<file path="src/rtl/sort_pkg.sv">
// Shared defaults and types for the selection-sort engine, its result checker and the top level.
package sort_pkg;

  localparam int unsigned ADDR_W  = 8;
  localparam int unsigned DATA_W  = 8;
  localparam int unsigned N_ELEM  = 256;
  localparam int unsigned CKSUM_W = 16;

  typedef enum logic [1:0] {
    StIdle,
    StScan,
    StDrain,
    StDone
  } chk_state_e;

endpackage

</file>
<file path="src/rtl/sort_stat_accum.sv">
// Running statistics over a word stream: order check, first violation, checksum, min and max.
module sort_stat_accum #(
  parameter int unsigned ADDR_W  = sort_pkg::ADDR_W,
  parameter int unsigned DATA_W  = sort_pkg::DATA_W,
  parameter int unsigned CKSUM_W = sort_pkg::CKSUM_W
) (
  input  logic               clk,
  input  logic               rst,
  input  logic               clear,
  input  logic               en,
  input  logic               first,
  input  logic [ADDR_W-1:0]  idx,
  input  logic [DATA_W-1:0]  d,
  output logic               sorted,
  output logic [ADDR_W-1:0]  viol_idx,
  output logic [CKSUM_W-1:0] checksum,
  output logic [DATA_W-1:0]  min_val,
  output logic [DATA_W-1:0]  max_val
);

  logic [DATA_W-1:0]  prev_q;
  logic               sorted_q;
  logic [ADDR_W-1:0]  viol_q;
  logic [CKSUM_W-1:0] cksum_q;
  logic [DATA_W-1:0]  min_q;
  logic [DATA_W-1:0]  max_q;

  always_ff @(posedge clk) begin
    if (rst) begin
      prev_q   <= '0;
      sorted_q <= 1'b0;
      viol_q   <= '0;
      cksum_q  <= '0;
      min_q    <= '0;
      max_q    <= '0;
    end else if (clear) begin
      prev_q   <= '0;
      sorted_q <= 1'b1;
      viol_q   <= '0;
      cksum_q  <= '0;
      min_q    <= '1;
      max_q    <= '0;
    end else if (en) begin
      prev_q  <= d;
      cksum_q <= cksum_q + CKSUM_W'(d);
      if (d < min_q) min_q <= d;
      if (d > max_q) max_q <= d;
      // Only the first descent is recorded; later ones leave viol_idx alone.
      if (!first && (d < prev_q) && sorted_q) begin
        sorted_q <= 1'b0;
        viol_q   <= idx;
      end
    end
  end

  assign sorted   = sorted_q;
  assign viol_idx = viol_q;
  assign checksum = cksum_q;
  assign min_val  = min_q;
  assign max_val  = max_q;

endmodule

</file>
<file path="config.mk">
export PLATFORM = sky130hd
export DESIGN_NAME = sort_stat_accum
export DESIGN_NICKNAME = d
export VERILOG_FILES = /design/src/rtl/sort_pkg.sv /design/src/rtl/sort_stat_accum.sv
export SDC_FILE = /design/constraint.sdc
export NUM_CORES = 1
export LEC_CHECK = 0
export CAP_MARGIN = 25
export CORE_ASPECT_RATIO = 0.7
export CORE_MARGIN = 1
export CORE_UTILIZATION = 34
export CTS_BUF_LIST = sky130_fd_sc_hd__clkbuf_8
export CTS_CLUSTER_SIZE = 30
export DETAILED_ROUTE_END_ITERATION = 10
export GPL_TIMING_DRIVEN = 0
export PLACE_DENSITY_LB_ADDON = 0.12
export SYNTH_ARGS = -nofsm -noshare
export SYNTH_HDL_FRONTEND = slang
export SYNTH_SLANG_ARGS = --single-unit
</file>
<file path="constraint.sdc">
create_clock -name clk -period 2.7 [get_ports clk]
set_clock_uncertainty 0.1 [all_clocks]
set_input_delay 0.54 -clock clk [delete_from_list [all_inputs] [get_ports clk]]
set_output_delay 0.54 -clock clk [all_outputs]
set_load 0.005 [all_outputs]
</file>
Word level (Yosys, flattened, before mapping)
Index checks and enable logic that the tools add are counted.
{ "word_totals": {"wordCells": 27, "ff_bits": 49, "out_inout_bits": 41} }
{ "op_classes": {"n_reduce_logical": 11, "n_addsub": 1, "order_cmp": 3, "n_mux": 6} }
{ "op_table": {"columns": ["op", "n"], "rows": [
  ["$mux 8", 3],
  ["$add 16x8->16", 1],
  ["$lt 8x8->1", 2],
  ["$gt 8x8->1", 1],
  ["$reduce_and 2->1", 4],
  ["$reduce_bool 2->1", 3],
  ["$mux 1", 3],
  ["$logic_and 1x1->1", 2],
  ["$reduce_or 2->1", 1],
  ["$logic_not 1->1", 1]
]} }

Longest topological paths before layout
{ "depth": {"word_depth": 6, "mapped_depth": 8, "ltp_nobuf": 7} }

Worst setup path before layout
No wires, ideal clock.
{ "synth_path": {"path_type": "in2reg", "from": "input port d[0]", "to": "register cksum_q[12] (netlist: checksum[12])", "cell_stages": 7, "setup_time_ps": 128, "required_time_ps": 2472, "arrival_time_ps": 1932, "path_slack_ps": 540, "cell_sequence": "ha_1 fa_1 a211oi_1 o211ai_1 nand4_1 xor2_1 nor2_1"} }
{ "synth_between": {"elab_chain_cells": 1} }
{ "synth_rtl": {"columns": ["item", "line", "text"], "rows": [
  ["start, declared", "sort_stat_accum.sv:13", "input logic [DATA_W-1:0] d,"],
  ["$add 16x8->16", "sort_stat_accum.sv:45", "cksum_q <= cksum_q + CKSUM_W'(d);"],
  ["end signal, assigned", "sort_stat_accum.sv:45", null],
  ["end, declared", "sort_stat_accum.sv:24", "logic [CKSUM_W-1:0] cksum_q;"]
]} }
Every way passes these cells.
A chain may end at the register's enable or synchronous reset.

Final worst setup path
{ "layout_path": {"from": "input port d[6]", "to": "register cksum_q[9] (netlist: checksum[9])"} }
The elaborated chain is that of the path after synthesis.

==> flow_metrics.env <==
export IMPL_critical_path_top_delay_family="buffers and inverters"
export IMPL_synth_cells=323
export IMPL_ys_types=41
export IMPL_dpl_hpwl_um=5210
export IMPL_cts_htree_levels=2
export IMPL_arrival_ns=2.65
export IMPL_rows=27
export IMPL_cts_buffers=5
export IMPL_io_pins=62
export IMPL_finalHoldViolCount=0
export IMPL_utilization_pct=46.7
export IMPL_outcome="finished, final reports clean"
export IMPL_ys_ff_latch=49
export IMPL_n_fill_cell=808
export IMPL_drive_gt1_share_pct=5.57
export IMPL_synth_area_leaders="dfxtp_1 35%, ha_1 14%, mux2i_1 8.7%"
export IMPL_ant_nets=0
export IMPL_yosysSeqAreaShare_pct=35.3
export IMPL_cts_path_max_buffers=2
export IMPL_setup_tns_ns=0
export IMPL_synth_async_reset_ratio_pct=0
export IMPL_cts_tree="built"
export IMPL_avgSynthCellArea_um2=8.60
export IMPL_worstMarginPinSlew_ns=0.668
export IMPL_start_util_pct=35.3
export IMPL_yosysTopAreaCell="dfxtp_1"
export IMPL_yosysMostFrequentCell="dfxtp_1"
export IMPL_ys_flop_type="dfxtp_1"
export IMPL_slowest_stage="clkdlybuf4s50_1"
export IMPL_holdWs_ns=0.366
export IMPL_die_h_um=77.6
export IMPL_cp_required_ns=2.85
export IMPL_grt_usage_pct=17.7
export IMPL_antenna_cells=0
export IMPL_regArea_um2=981
export IMPL_die_x_um=110
export IMPL_path_buf_inv=1
export IMPL_setup_viol=0
export IMPL_r2r_start="checksum[0]$_SDFFE_PP0P_"
export IMPL_yosys_warnings=0
export IMPL_core_um2=7870
export IMPL_path_clk_slew_ns=0.10
export IMPL_drt_wirelength_per_cell_um=14.4
export IMPL_grt_max_degree=16
export IMPL_worst_setup_path_type="input pin to flop"
export IMPL_drv_slew=0
export IMPL_ir_worst_vdd_mv=0.185
export IMPL_clk_latency_ns=0.32
export IMPL_hold_path_class="flop to flop"
export IMPL_gp_congestion=0.788
export IMPL_grt_ovfl_total=0
export IMPL_drt_initial_drc_count=100
export IMPL_setup_worst_path_start="d[6]"
export IMPL_path_cells="clkdlybuf4s50_1, ha_1, a21oi_1, nor2b_1, o311ai_2, mux2i_1"
export IMPL_synth_edf_count=0
export IMPL_r2r_setup_slack_ns=0.51
export IMPL_period_needed_ns=2.50
export IMPL_antenna_found_initial=0
export IMPL_max_stage_delay_ns=0.62
export IMPL_worst_setup_path_end_kind="flop"
export IMPL_via_count=2479
export IMPL_drcViolationCount=0
export IMPL_io_buffers=60
export IMPL_synthTopCellsByCount="49 x dfxtp_1, 30 x ha_1, 28 x nor2_1"
export IMPL_clock_sinks=49
export IMPL_path_max_fanout=7
export IMPL_drt_wl_total_um=7130
export IMPL_drv_cap=0
export IMPL_viasPerCell=5.00
export IMPL_grt_pass1_wl_um=11300
export IMPL_area_growth_pct=32.3
export IMPL_hp_start="viol_idx[7]$_SDFFE_PP0P_"
export IMPL_grt_pass1_vias=2166
export IMPL_max_freq_ghz=0.400
export IMPL_firstDrtPassIters=4
export IMPL_ctsHoldBuffers=0
export IMPL_multi_input_area_um2=1630
export IMPL_syn_area_um2=2780
export IMPL_dieArea_um2=8540
export IMPL_start_kind="input pin"
export IMPL_cellLeakagePower_nw=1.52
export IMPL_clock_root_buffer="clkbuf_8"
export IMPL_finalCritPeriodShare_pct=92.5
export IMPL_slew_headroom_pct=55.5
export IMPL_rsz0062_at_grt="false"
export IMPL_total_power_w=0.00167
export IMPL_p_per_area_nw_per_um2=454
export IMPL_nets=446
export IMPL_syn_num_nets=375
export IMPL_synth_top_area_share_pct=35.3
[what timing repair did]
action                                  CTS  global route
endpoints found under the setup margin    3            24
pin swaps                                 0             2
buffers inserted                          0             4
gates resized for setup                   1             3
[path summary, 6_finish.rpt]
path,to,cells after the start
setup / recovery,checksum[9]$_SDFFE_PP0P_,6
hold / removal,viol_idx[7]$_SDFFE_PP0P_,2
setup reg to reg,checksum[12]$_SDFFE_PP0P_,7
hold reg to reg,viol_idx[7]$_SDFFE_PP0P_,2
[cell usage in the layout, fill, tap and decap left out, types with 2 or more instances in the layout]
cell type        synthesis  layout
a211oi_1                 4       4
a21o_1                   3       3
a21oi_1                 16      16
a31oi_1                  2       2
and3_1                   3       3
buf_2                    3       3
buf_4                    1       4
clkbuf_1                 8       8
clkbuf_8                 0       6
clkdlybuf4s50_1          0      56
dfxtp_1                 49      49
dlymetal6s2s_1           0       3
ha_1                    30      30
inv_1                   26      26
mux2i_1                 24      24
nand2_1                 24      24
nand2b_1                 2       2
nand3_1                 21      21
nand4_1                  6       6
nor2_1                  28      28
nor2b_1                  2       2
nor3_1                   5       5
nor3b_1                  2       2
nor4_1                   2       2
o211ai_1                 7       7
o21ai_0                 25      25
o31ai_1                  4       4
or3_1                    5       5
xnor2_1                  2       2
xor2_1                   5       5
[kinds of logic after synthesis]
family,after synthesis,share of synthesized area (%)
XOR/XNOR,7,2.21
AND/OR/NAND/NOR,104,18.0
buffers and inverters,40,5.95
flip-flops,49,35.3
AO/OA/AOI/OAI,68,15.6
multiplexers,24,8.65
adder cells (fa/ha/maj),31,14.2
[routing by layer]
layer | wire, µm | GRT usage [%]
met1 | 3890 | 26.9
met2 | 2790 | 23.9
met3 | 367 | 4.45
met4 | 81 | 5.60
met5 | 0 | 0
[metrics by stage]
| stage | instance area, µm² | worst slack (ns) | instances |
|---|---|---|---|
| floorplan | 2780 | 0.540 | 323 |
| global placement | 3500 | -0.320 | 484 |
| detailed placement | 3500 | -0.341 | 484 |
| CTS | 3620 | 0.00425 | 492 |
| global route | 3670 | 0.0277 | 496 |
| finish | 3670 | 0.201 | 496 |
[state kept, by name (all words and copies together), names as in the netlist]
register  cells
max_val       8
checksum     16
viol_idx      8
min_val       8
prev_q        8
sorted        1
[final cells by class]
cell class | instances | area share (%)
sequential | 49 | 26.7
timing repair buffer | 64 | 17.7
inverter | 27 | 2.76
buffer | 13 | 1.74
multi-input combinational | 234 | 44.4
tap | 101 | 3.44
clock inverter | 2 | 1.02
clock buffer | 6 | 2.25
[worst min-delay path: stages (launching register included)]
cell and delay (ns):
dfxtp_1 0.33, nand2_1 0.05, o21ai_0 0.06
[report_power, final]
| part | internal [W] | leakage (nW) | switching (W) |
|---|---|---|---|
| Combinational | 0.000158 | 1.06 | 0.000169 |
| Sequential | 0.000749 | 0.400 | 0.0000207 |
| Clock | 0.000302 | 0.0574 | 0.000268 |
No activity file was read; power rests on OpenSTA's default activity.
